[src/rtl/job_seq_arbiter.sv]
// job_seq_arbiter
// Merges the packed 64-bit sequence streams of NUM_LANES match-engine lanes
// into one ordered stream. A single lane is granted at a time and keeps the
// grant until it emits an end-of-job beat; a delimiter on that beat returns
// the grant to lane 0 so the next stream starts from the first lane.
module job_seq_arbiter #(
   parameter int NUM_LANES = 4,
   parameter int LANE_W    = $clog2(NUM_LANES)
) (
   input  logic                    clk,
   input  logic                    rst_n,
   input  logic [NUM_LANES-1:0]    input_valid,
   input  logic [64*NUM_LANES-1:0] input_seq,
   input  logic [NUM_LANES-1:0]    input_end_of_job,
   input  logic [NUM_LANES-1:0]    input_delim,
   output logic [NUM_LANES-1:0]    input_ready,
   output logic                    output_valid,
   output logic [63:0]             output_seq,
   output logic                    output_end_of_job,
   output logic                    output_delim,
   output logic [LANE_W-1:0]       output_lane,
   input  logic                    output_ready,
   output logic [31:0]             jobs_done
);

   logic [LANE_W-1:0] cur_lane_q, cur_lane_d;
   logic              out_valid_q;
   logic [63:0]       out_seq_q;
   logic              out_eoj_q;
   logic              out_delim_q;
   logic [LANE_W-1:0] out_lane_q;
   logic [31:0]       jobs_done_q, jobs_done_d;

   logic              load;
   logic              accept;
   logic [63:0]       sel_seq;
   logic              sel_eoj;
   logic              sel_delim;

   // Lane select, handshake and next-state for grant and job counter.
   // Ready only looks at the output register and the grant, never at any
   // lane's valid, so upstream can't form a combinational loop through us.
   always_comb begin
      load      = !out_valid_q || output_ready;
      sel_seq   = input_seq[{cur_lane_q, 6'b0} +: 64];
      sel_eoj   = input_end_of_job[cur_lane_q];
      // A delimiter without end-of-job carries no meaning and is dropped.
      sel_delim = input_delim[cur_lane_q] && sel_eoj;
      accept    = input_valid[cur_lane_q] && load;

      input_ready = '0;
      for (int i = 0; i < NUM_LANES; i++) begin
         input_ready[i] = load && (cur_lane_q == LANE_W'(i));
      end

      cur_lane_d  = cur_lane_q;
      jobs_done_d = jobs_done_q;
      if (accept && sel_eoj) begin
         // Power-of-two lane count: the natural wrap of the index is modulo NUM_LANES.
         cur_lane_d  = sel_delim ? '0 : cur_lane_q + LANE_W'(1);
         jobs_done_d = jobs_done_q + 32'd1;
      end
   end

   // Grant register: advances only on an accepted end-of-job beat.
   always_ff @(posedge clk or negedge rst_n) begin
      if (!rst_n) begin
         cur_lane_q <= '0;
      end else begin
         cur_lane_q <= cur_lane_d;
      end
   end

   // Completed-job counter; wraps naturally at 2^32.
   always_ff @(posedge clk or negedge rst_n) begin
      if (!rst_n) begin
         jobs_done_q <= '0;
      end else if (accept && sel_eoj) begin
         jobs_done_q <= jobs_done_d;
      end
   end

   // Output register: loads on accept, empties when drained with nothing new,
   // otherwise holds its contents while downstream stalls.
   always_ff @(posedge clk or negedge rst_n) begin
      if (!rst_n) begin
         out_valid_q <= 1'b0;
         out_seq_q   <= '0;
         out_eoj_q   <= 1'b0;
         out_delim_q <= 1'b0;
         out_lane_q  <= '0;
      end else if (accept) begin
         out_valid_q <= 1'b1;
         out_seq_q   <= sel_seq;
         out_eoj_q   <= sel_eoj;
         out_delim_q <= sel_delim;
         out_lane_q  <= cur_lane_q;
      end else if (output_ready) begin
         out_valid_q <= 1'b0;
      end
   end

   assign output_valid      = out_valid_q;
   assign output_seq        = out_seq_q;
   assign output_end_of_job = out_eoj_q;
   assign output_delim      = out_delim_q;
   assign output_lane       = out_lane_q;
   assign jobs_done         = jobs_done_q;

endmodule
[config.mk]
export PLATFORM = sky130hd
export DESIGN_NAME = job_seq_arbiter
export DESIGN_NICKNAME = d
export VERILOG_FILES = /design/src/rtl/job_seq_arbiter.sv
export SDC_FILE = /design/constraint.sdc
export NUM_CORES = 1
export LEC_CHECK = 0
export BUFFER_PORTS_ARGS = -buffer_cell sky130_fd_sc_hd__buf_4
export CAP_MARGIN = 20
export CORE_AREA = 2 2 145 147
export CTS_CLUSTER_SIZE = 30
export DETAILED_ROUTE_END_ITERATION = 6
export DIE_AREA = 0 0 147 149
export SETUP_SLACK_MARGIN = 0.2
export SYNTH_ARGS = -nofsm -noshare
export SYNTH_HDL_FRONTEND = slang
export SYNTH_SLANG_ARGS = --single-unit
[constraint.sdc]
create_clock -name clk -period 3.8 [get_ports clk]
set_input_delay 0.38 -clock clk [delete_from_list [all_inputs] [get_ports clk]]
set_output_delay 0.38 -clock clk [all_outputs]
set_load 0.01 [all_outputs]
==> results of run 1 <==
[cells by family after synthesis]
family	after synthesis	synth area share, %
mux	132	37.6
simple gates	89	8.26
flops	103	43.7
xor+xnor	31	4.61
compound gates	13	1.57
buf+inv	32	3.14
fa+ha+maj	5	1.06
[critical path: stages, from the launching register on]
cell	delay (ps)
sky130_fd_sc_hd__dfrtp_4	780
sky130_fd_sc_hd__buf_4	570
sky130_fd_sc_hd__inv_1	200
sky130_fd_sc_hd__ha_1	220
sky130_fd_sc_hd__and2_1	130
sky130_fd_sc_hd__buf_4	140
[per-layer routing]
metal / up-vias / routed length (um)
met5: - / 0
met4: 0 / 293
met3: 19 / 1900
met2: 216 / 10200
met1: 2517 / 8130
li1: 2290 / -
[final timing paths]
check	cells past startpoint	startpoint	slack [ps]	endpoint
worst max-delay path	5	cur_lane_q[1]	1010	input_ready[1]
worst min-delay path	1	rst_n	60	jobs_done[20]
worst max register to register	5	cur_lane_q[1]	1040	jobs_done[15]
worst min register to register	2	output_lane[1]	490	output_lane[1]
max in group asynchronous	2	rst_n	2850	output_seq[10]
min in group clk	4	input_delim[2]	360	cur_lane_q[0]
[cells in the mapped netlist, drive strengths merged]
master and instances:
and3 1, nor2 12, xor2 17, nand2 21, nand3 11, o21ai 6, dfrtp 103, inv 5
o21a 1, nand4 14, nor2b 2, and4 2, mux2i 2, o2111ai 3, a211oi 1, a21o 1
nor4b 2, xnor2 14, and2 7, clkbuf 7, mux2 65, o21bai 1, ha 5, nor4 4
mux4 65, nand2b 1, nor3 12, buf 20
[report_power, final]
part / internal [uW] / switching [uW] / total, uW / leakage, uW
Sequential: 1520 / 372 / 1900 / 0.00127
Clock: 646 / 438 / 1080 / 0.000162
Combinational: 1720 / 1200 / 2930 / 0.00283
[state kept, by name, indices dropped and copies added, names as in the netlist]
register	count
cur_lane_q	2
output_lane	2
output_end_of_job	1
output_seq	64
output_valid	1
jobs_done	32
output_delim	1
[cell type report]
type | instances | area share (%)
Antenna cell | 4 | 0.108
Clock buffer | 9 | 2.42
Clock inverter | 7 | 1.28
Inverter | 5 | 0.202
Multi-Input combinational cell | 270 | 33.7
Sequential cell | 103 | 27.8
Tap cell | 275 | 3.70
Timing Repair Buffer | 381 | 30.9
[per-stage QoR]
step                utilization (%)  setup slack [ps]  hold slack [ps]  std cells
global placement               43.6              1040              456       1034
detailed placement             43.6              1000              462       1034
global route                   45.2               845             96.1       1051
floorplan                         -              1780             84.4        405
CTS                            45.2               952             78.1       1050
finish                         45.3              1010             58.4       1054
==> results, run 1 <==
- The flow ran to the end, and the final reports show no timing, DRC or antenna violations.
- The number of setup buffers added after CTS is 0.
- The first global-routing pass estimated about 31,000 um of wire.
- The synthesized design devotes to its leading area cell type between 40% and 50% of total area.
- The number of hold buffers added after cts is 0.
- The number of antenna violations at the first check in global routing came to 4.
- In the post-synthesis netlist, the biggest area contributors are sky130_fd_sc_hd__dfrtp_1 (44%), sky130_fd_sc_hd__mux4_2 (25%), sky130_fd_sc_hd__mux2_2 (9.2%), sky130_fd_sc_hd__mux2_1 (3.1%), sky130_fd_sc_hd__xor2_1 (2.5%).
- The synthesized area divided by synthesized cell count is between 10 and 15 um2.
- Relative to the synthesized area, the layout overhead comes to 57.9%.
- Leaving out fill and tap cells, the most frequent cell in the layout is sky130_fd_sc_hd__buf_4.
- The cell accounting for the most synthesized area is sky130_fd_sc_hd__dfrtp_1.
- The analysis attributes to cell leakage a power of roughly 0.0043 uW.
- The aggregate global-route resource usage is between 10% and 20%.
- The critical path class is flip-flop to output pin.
- The final-report max-slew violation count was 0.
- The number of maximum-capacitance constraint violations is 0.
- The peak supply drop is 0.368 mV.
- In the synthesized netlist, the number of instances is 405.
- The cell at the root of the clock tree is sky130_fd_sc_hd__clkbuf_16.
- The footprint of the multi-input gates is 3130 um2.
- The number of levels in the clock H-tree is 3.
- The floorplan step defined a core boundary enclosing just over 20,000 um2.
- For this run, the register share of the synthesized area comes to ~44%.
- The sum of negative setup slack is 0 ps.
- The clock insertion delay at the later pin of the skew report is about 350 ps.
- The detail-routed net length per standard cell is about 20 um.
- Setup repair after global routing left no endpoint under its margin.
- After detailed routing, the number of vias per cell comes to about 4.8.
- The largest net degree at the start of global routing is 51.
- The number of global-route vias before repair is 5,405.
- In the global route stage, met3 resource usage came out at 5.90%.
- STA puts the critical path data required time at ~3400 ps.
- Clock-pin slew was measured on the worst setup and hold paths at 80 ps.
- For this block, the initial DRC count from the detailed router was roughly 200.
- The startpoint type of the worst setup path is a flip-flop.
- The pre-antenna-repair detailed-routing pass consisted of 4 iterations.
- The worst setup skew after layout is 8.63 ps.
- In this run the cell area of the synthesized design comes to roughly 5900 um2.
- The global-route layer with the greatest usage is met2.
- The distinct cell type count of the synthesized netlist is 38.
- Once detail routing completed, the nets flagged for antenna violations numbered 0.
- At the end of routability-driven placement, the weighted congestion stood at 0.788.
- The overall die area is about 22,000 um2.
- The via total after detailed routing is between 5k and 6k.
- The number of remaining DRC errors is 0.
- The placed instances occupy a cell area of 8950 um2.
- In this run the power density over the cells is around 630 nW/um2.
- Gates resized during post-CTS repair numbered 0.
- The effective utilization at floorplan is about 29%.
- The worst hold path belongs to the class input pin to asynchronous set/reset pin.
- STA classifies the critical path endpoint as an output pin.
- The total power after layout is 5910 uW.
- The flip-flop and latch count after synthesis is 103.
- Leaving out fill and tap cells, the most frequent cells in the layout are sky130_fd_sc_hd__buf_4 (380), sky130_fd_sc_hd__dfrtp_1 (101), sky130_fd_sc_hd__mux4_2 (65), sky130_fd_sc_hd__mux2_2 (48), sky130_fd_sc_hd__nand2_1 (21).
- ~380 I/O pins were placed.
- Subtracting the final worst setup slack from the clock period gives ~2800 ps.
- The total of endpoints with negative setup slack in the final report is 0.
- The detailed-route wire length is slightly above 20,000 um.
- The number of endpoints with negative hold slack in the final report is 0.
- The placement row count is 53.
- The count of fill cells added during filler insertion is a little under 2k.
- The max-slew headroom at the worst pin is between 20 and 30%.
- The share of cells above drive strength 1 is 66.8%.
- Global routing consumed, on the met1 layer, a little under a quarter of the routing resources.
- The endpoint arrival time on the critical path is about 2400 ps.
- Yosys printed 0 warnings.
- For this design, the sink count on the clock tree is 103.
- The half-perimeter wire length after placement is approximately 16,000 um.
- Global routing finished with a remaining overflow of 0.
- The number of nets produced by synthesis is approximately 680.
- The number of nets in the layout is between 1k and 1.5k.
- At the pin with the least slew margin, the transition time is 1060 ps.
- Summing all non-filler instances in the final layout gives an area of slightly above 9000 um2.
- The number of input and output port buffers inserted is approximately 380.
- Along the worst path, the maximum fanout reaches 38.
- From left edge to right edge, the die measures around 150 um.
- The sequential cell area in the final layout is 2580 um2.
- The CTS tree is built.
- The clock passes through at most 2 buffers.
- The fmax is 358 MHz.
- The final critical path takes up about three quarters of the cycle.
- The die height is 149 um.
- The total CTS buffers is 9.
- The met2 usage in global routing is around 31%.
(Power assumes the default switching activity.)
==> run 2, diff against run 1 <==
Clock period 3.8 ns to 2.75 ns, I/O delays scaled along.
==> results, run 2 (synthesis gave the netlist of run 1 again) <==
- The number of endpoints with negative hold slack in the final report is 0.
- The endpoint arrival time on the critical path is slightly below 2000 ps.
- Measured along the y axis, the die boundary spans roughly 150 um.
- Dividing the detail-routed wire length by the instance count gives 18.7 um.
- The longest clock path from root to sink contains 2 buffers.
- The number of remaining DRC errors is 0.
- The aggregate global-route resource usage is 17.8%.
- The transition time at the pin with the least slew margin is 751 ps.
- The final weighted congestion in routability-driven placement is between 0.7 and 0.8.
- The remaining antenna violation count after routing is 0.
- The effective utilization at floorplan is approximately 29%.
- The vias per cell is 4.71.
- The final-report max-slew violation count is 0.
- After filler insertion, the fill cell instance count of the layout stands at 1,960.
- Setup repair after global routing left no endpoint under its margin.
- The number of global-route vias before repair is 5,195.
- The number of nets in the layout is 1,051.
- IR analysis of the VDD net gives a maximum drop of roughly 0.67 mV.
- Leaving out fill and tap cells, the most frequent cells in the layout are sky130_fd_sc_hd__buf_4 (381), sky130_fd_sc_hd__dfrtp_1 (101), sky130_fd_sc_hd__mux4_2 (65), sky130_fd_sc_hd__mux2_2 (48), sky130_fd_sc_hd__nand2_1 (21).
- The floorplan has 53 rows.
- Summing over every cut layer, the via total after detailed routing is approximately 5.0k.
- For this design the ratio of total power to cell area is approximately 860 nW/um2.
- The first global-routing pass estimated about 30,000 um of wire.
- TritonCTS built the clock tree.
- After layout, the minimum clock period comes to 2270 ps.
- The total CTS buffers is 9.
- Leaving out fill and tap cells, the most frequent cell in the layout is sky130_fd_sc_hd__buf_4.
- The share of cells above drive strength 1 is about 67%.
- The top fanout value on the critical path is 70.
- Buffers added to address setup during post-CTS repair amount to 0.
- The register with the most flip-flops in the layout has 64 of them.
- Headroom to the max-slew limit came out at between 40% and 50%.
- The I/O pin count is 376.
- The later pin in the worst-skew pair is clocked with a latency of 350 ps.
- In this run the tool buffered the top-level ports with approximately 380 buffer cells.
- The sequential cells in the finished layout cover a total of about 2600 um2.
- The startpoint type of the worst setup path is a flip-flop.
- The total clock sinks is 103.
- Setup violations remaining at the end of the flow were counted as 0.
- Global routing finished with a remaining overflow of 0.
- The number of maximum-capacitance constraint violations is 0.
- At the worst endpoint, the required time is 2480 ps.
- The area growth from synthesis to layout is 58.1%.
- Measured along the x axis, the die boundary spans around 150 um.
- The footprint of the multi-input gates is roughly 3100 um2.
- The maximum cell stage delay along the critical path is around 480 ps.
- Entering global routing, the biggest net connects 71 pins.
- The total leakage power is about 0.0043 uW.
- The detailed-route wire length is ~20,000 um.
- The number of antenna violations at the first check in global routing is 2.
- The worst setup skew after layout is 8.57 ps.
- Walking the worst path, the cells encountered are buf_6, inv_1, ha_1, and2_1, buf_4.
- The number of optimization iterations in the first detailed-route pass is 4.
- The worst setup path is captured at an output pin.
- The sum of negative setup slack is 0 ps.
- The die covers approximately 22,000 um2.
- On the critical path, the stage with the largest delay is an instance of sky130_fd_sc_hd__buf_6.
- The share of the cycle needed by the critical path after routing is roughly 83%.
- The number of levels in the clock H-tree is 3.
- The total power after layout is 8020 uW.
- The flow ran to the end, and the final reports show no timing, DRC or antenna violations.
- The first routing iteration left roughly 150 violations.
- The critical path class is flip-flop to output pin.
- The cell at the root of the clock tree is sky130_fd_sc_hd__clkbuf_16.
- The core region area is between 20,000 and 25,000 um2.
- The kind of path behind the tightest hold check is input pin to flip-flop.
- The fmax is ~440 MHz.
- After clock tree synthesis, the clock-pin slew on the worst setup and hold paths is 70 ps.
- The half-perimeter wire length after placement is around 16,000 um.
[run 2: changes by cell type in the layout (fill, tap and decap cells not counted), sizes merged]
cell / previous run / this run
dlygate4sd3: 0 / 1
clkbuf: 9 / 10
inv: 6 / 7
clkinv: 1 / 3
clkinvlp: 2 / 1
buf: 381 / 385
bufinv: 3 / 0
diode: 4 / 2
[run 2: path summary, 6_finish.rpt]
kind	end	depth (start not counted)	start	slack (ps)
worst max-delay path	input_ready[0]	5	cur_lane_q[1]	480
worst min register to register	jobs_done[31]	1	jobs_done[31]	490
max in group asynchronous	output_seq[44]	3	rst_n	1500
min in group asynchronous	jobs_done[15]	2	rst_n	480
worst min-delay path	cur_lane_q[0]	4	input_delim[2]	260
worst max register to register	output_seq[1]	5	cur_lane_q[1]	620
[run 2: what timing repair did]
item                                    in CTS  in global routing
hold endpoints to repair                    45                  0
gates resized for setup                      1                  0
hold buffers                                 1                  0
endpoints found under the setup margin       2                  0
[run 2: where the power goes]
part	switching, uW	internal [uW]	total (uW)
clock network	622	655	1280
registers	390	2110	2500
logic	1790	2450	4240
total	2800	5210	8020
[run 2: layer usage]
metal  part of all wire [%]  vias up  GRT usage [%]  wire length [um]
met5                      0        -              0                 0
met4                    1.4        0           4.57               269
met3                    8.3       18           5.02              1630
met2                     49      192           29.5              9730
met1                     41     2475           23.1              8120
li1                       -     2296              -                 -
[run 2: area by class of cell]
| class | instances | area share, % |
|---|---|---|
| antenna | 2 | 0.0537 |
| multi-input combinational | 270 | 33.6 |
| clock inverter | 6 | 0.577 |
| timing repair buffer | 386 | 31.6 |
| sequential | 103 | 27.7 |
| inverter | 5 | 0.201 |
| tap | 275 | 3.69 |
| clock buffer | 10 | 2.56 |
[run 2: critical path: cells and delay by family (launching register included)]
kind,cells,cell delay [ps]
buffers and inverters,3,820
AND/OR/NAND/NOR,1,130
flip-flops,1,450
adder cells (fa/ha/maj),1,220
[run 2: stage by stage]
| step | hold slack, ps | instance area, um2 | std cells | utilization, % | worst slack [ps] |
|---|---|---|---|---|---|
| 6_report | 262 | 9320 | 1057 | 45.3 | 481 |
| 5_1_grt | 272 | 9320 | 1055 | 45.3 | 333 |
| 4_1_cts | 254 | 9320 | 1055 | 45.3 | 374 |
| 3_5_place_dp | 352 | 9010 | 1038 | 43.8 | 526 |
| 3_3_place_gp | 344 | 9010 | 1038 | 43.8 | 552 |
| 2_1_floorplan | -20.6 | 5900 | 405 | - | 743 |
==> run 3, diff against run 2 <==
Settings changed: ABC_AREA from default to 1, CORE_AREA 2 2 145 147 to 2 2 144 146, DIE_AREA 0 0 147 149 to 0 0 146 148.
Clock period 2.75 ns to 1.85 ns, I/O delays scaled along.
==> results, run 3 <==
- The run finished with clean final reports.
- The region available for standard cell placement spans approximately 20,000 um2.
- The number of maximum-capacitance constraint violations is 0.
- Sorting the synthesized cells by how often they occur yields sky130_fd_sc_hd__nand2_1 (300), sky130_fd_sc_hd__nor2_1 (171), sky130_fd_sc_hd__o21ai_0 (140).
- The peak supply drop is 0.707 mV.
- In the routed design, unresolved DRC markers number 0.
- The synthesized area divided by synthesized cell count is about 6.7 um2.
- The aggregate global-route resource usage is a little over a quarter.
- The number of nets produced by synthesis is between 1k and 1.5k.
- Setup repair after global routing could not meet its margin everywhere.
- After filler insertion, the fill cell instance count of the layout stands at between 1.5k and 2k.
- Of the post-synthesis cell area, the dominant cell type holds between 30% and 40%.
- The largest net degree at the start of global routing is 47.
- Detailed routing inserted a total of 8,212 vias.
- The max-slew headroom at the worst pin is 69.4%.
- The number of global-route vias before repair is between 8k and 9k.
- The part of the total power dissipated in sequential elements is about a fifth.
- The HPWL after detailed placement is ~22,000 um.
- Power spread over the standard cell area amounts to 1540 nW/um2.
- The gate count of the mapped netlist is between 900 and 1k.
- The top cell family by delay on the critical path is simple AND/OR/NAND/NOR gates.
- The internal power of the cells totals about 9800 uW.
- From synthesis to final layout, the design area changed by 71.1%.
- Of the available clock period, the critical path in the final layout requires between 90 and 100%.
- Buffers placed on the I/O ports in this run total approximately 380.
- After detailed routing, no signal wire sits above met4.
- The effective utilization at floorplan is ~33%.
- The clock network burns approximately 15% of the power.
- Setup violations remaining at the end of the flow were counted as 0.
- The start point of the critical path is cur_lane_q[0].
- After detailed routing, the total wire length is between 30,000 and 40,000 um.
- The met2 wirelength from detailed routing is 15,200 um.
- Leaving out fill and tap cells, the most frequent cell in the layout is sky130_fd_sc_hd__buf_4.
- STA puts the critical path data arrival time at roughly 2000 ps.
- The die is about 150 um tall.
- Sequential cells were found to cover around two fifths of the synthesized design area.
- The worst setup skew after layout is between 7 and 8 ps.
- The number of endpoints with negative hold slack in the final report is 0.
- The final weighted congestion in routability-driven placement is 0.936.
- The proportion of register bits with asynchronous set or reset after synthesis is 100%.
- Together, buffers and inverters on the worst path number 4.
- The number of optimization iterations in the first detailed-route pass is 5.
- The critical path class is flip-flop to flip-flop.
- The clock period could shrink to approximately 1700 ps.
- The first-iteration detailed-routing DRC count is between 400 and 500.
- Adding up every negative setup slack in the final design gives 0 ps.
- The H-tree was split into 3 levels.
- The clock-pin slew on the worst setup and hold paths is roughly 70 ps.
- The vias per cell is 4.97.
- The largest total area in the synthesized netlist belongs to sky130_fd_sc_hd__dfrtp_1.
- Counting flops and latches in the post-synthesis netlist gives ~100.
- The final-report max-slew violation count was 0.
- The top cell types in the final layout, fill and taps aside, are sky130_fd_sc_hd__buf_4 (406), sky130_fd_sc_hd__nand2_1 (289), sky130_fd_sc_hd__nor2_1 (158), sky130_fd_sc_hd__o21ai_0 (122), sky130_fd_sc_hd__dfrtp_1 (99).
- The maximum cell stage delay along the critical path is 550 ps.
- The startpoint of the most critical hold path is input_seq[43].
- Clock latency on the worst-skew pair, taken at its later pin, is between 300 and 400 ps.
- The detail-routed net length per standard cell is 19.1 um.
- The cell at the root of the clock tree is sky130_fd_sc_hd__clkbuf_16.
- STA classifies the critical path startpoint as a flip-flop.
- The met1 wire length is 12,700 um.
- The distinct cell type count of the synthesized netlist is 28.
- The tightest hold path in the finished design has a slack of around 190 ps.
- The die covers 21,600 um2.
- Cells with a size suffix above 1 make up between 30% and 40% of the layout.
- The sort of element at the end of the critical path is a flip-flop.
- The path class of the tightest hold or removal check is input pin to flip-flop.
- The net switching fraction of the power is between 40% and 50%.
- For the worst setup path, the data required time is 2100 ps.
- The number of warnings issued by yosys is 0.
- The total overflow left after global routing is 0.
- The combinational fraction of design power is 64.0%.
- The startpoint of the worst register-to-register path is cur_lane_q[0].
- Along the worst path, the maximum fanout reaches 8.
- The wire length of the first global-routing pass is between 40,000 and 50,000 um.
- The number of clock buffers added by TritonCTS is 9.
- The remaining antenna violation count after routing is 0.
- Summing every instance area after synthesis gives 6530 um2.
- After detailed routing, the met3 layer carries between 2000 and 2500 um of wire.
- The CTS tree is built.
- The die is 146 um wide.
- In this run the power spent charging and discharging nets is 7320 uW.
- The number of antenna violations at the first check in global routing is 4.
- The most frequently used cell type in the post-synthesis netlist is sky130_fd_sc_hd__nand2_1.
- about 380 I/O pins were placed.
- In the synthesized netlist the dominant register cell turns out to be sky130_fd_sc_hd__dfrtp_1.
- The slowest stage of the critical path is the sky130_fd_sc_hd__dfrtp_4 cell.
- No sink is reached through more buffers than the 2 on the longest clock path.
- The number of flip-flops in the largest register is 64.
- In this run, synthesis inferred 0 flip-flops with an integrated enable.
- Walking the worst path, the cells encountered are clkinv_8, buf_8, nand2_4, nand3_2, nand2_4, nor2_8, buf_12, buf_12, nand3_4, nand2_2, nand2_2.
- The fmax is between 500 and 600 MHz.
- CTS saw between 100 and 150 sinks.
- The number of nets in the layout is 1,650.
- At the pin with the least slew margin, the transition time is around 460 ps.
- Yosys attributes the largest share of cell area to sky130_fd_sc_hd__dfrtp_1 (39%), sky130_fd_sc_hd__nand2_1 (17%), sky130_fd_sc_hd__o21ai_0 (11%), sky130_fd_sc_hd__nor2_1 (9.8%), sky130_fd_sc_hd__o22ai_1 (6.1%).
- The total leakage power is approximately 0.0056 uW.
- In this run the core area contains 52 standard-cell rows.
## run 3: changes by cell type after synthesis, sizes merged, moves of 64 or more
cell,delta
mux2,-65
mux4,-65
nand2,+282
nor2,+164
o21ai,+144
o22ai,+64
## run 3: stage by stage
stage          power, uW  area, um2  util, %  instances  setup slack [ps]
4_1_cts            16200      10700     53.6       1632               145
5_1_grt            18300      11200     55.7       1653              54.4
2_1_floorplan       8340       6530        -        975               275
6_report           17200      11200     55.7       1653               139
3_5_place_dp       11900       9660     48.2       1580              39.1
3_3_place_gp       11900       9660     48.2       1580              76.7
## run 3: cell type report
| cell class | count | area [um2] | share of cell area, % |
|---|---|---|---|
| diodes | 4 | 10.0 | 0.0896 |
| flip-flops and latches | 103 | 2580 | 23.1 |
| clock buffers | 10 | 239 | 2.14 |
| inverters | 44 | 183 | 1.64 |
| clock inverters | 6 | 155 | 1.39 |
| well taps | 270 | 338 | 3.03 |
| multi-input cells | 766 | 3690 | 33.1 |
| repair buffers | 450 | 3960 | 35.5 |
## run 3: path summary, 6_finish.rpt
check                      slack [ps]              to  cells past startpoint
max                               140   jobs_done[26]                     11
min                               190  output_seq[43]                      5
max reg2reg                       140   jobs_done[26]                     11
min reg2reg                       480  output_seq[26]                      2
max in group asynchronous        1030  output_seq[30]                      3
min in group asynchronous         280   jobs_done[24]                      2
## run 3: power groups by stage
stage                     registers [uW]  logic [uW]  clock network, uW
final                               3660       11000               2520
after global placement              3650        8210                  0
after floorplan                     3970        4370                  0
after CTS                           3640       10000               2560
after detailed placement            3680        8250                  0
after global routing                3760       11900               2650
## run 3: worst register-to-register path: cells and delay by family, from the launching register on
| family | cells | cell delay [ps] |
|---|---|---|
| AND/OR/NAND/NOR | 7 | 590 |
| flip-flops | 1 | 550 |
| buffers and inverters | 4 | 480 |
## run 3: kinds of logic after synthesis
family / Yosys count / share of synthesized area [%]
and+or+nand+nor: 540 / 34.0
AOI/OAI and AO/OA: 216 / 17.8
buffers and inverters: 106 / 7.05
DFF: 103 / 39.5
xor gates and xnor gates: 5 / 0.671
adders and majority gates: 5 / 0.958
## run 3: layer usage
layer	GRT usage (%)	vias up
met1	33.8	3803
met5	0	-
met3	7.25	66
li1	-	4028
met4	12.6	0
met2	45.1	315
## run 3: repair_timing
action,4_1_cts,5_1_grt
resized for setup,57,63
endpoints found under the setup margin,49,106
hold buffers,1,0
pin swaps,8,15
endpoints found under the hold margin,21,0
buffers inserted,26,11
cloned,9,6
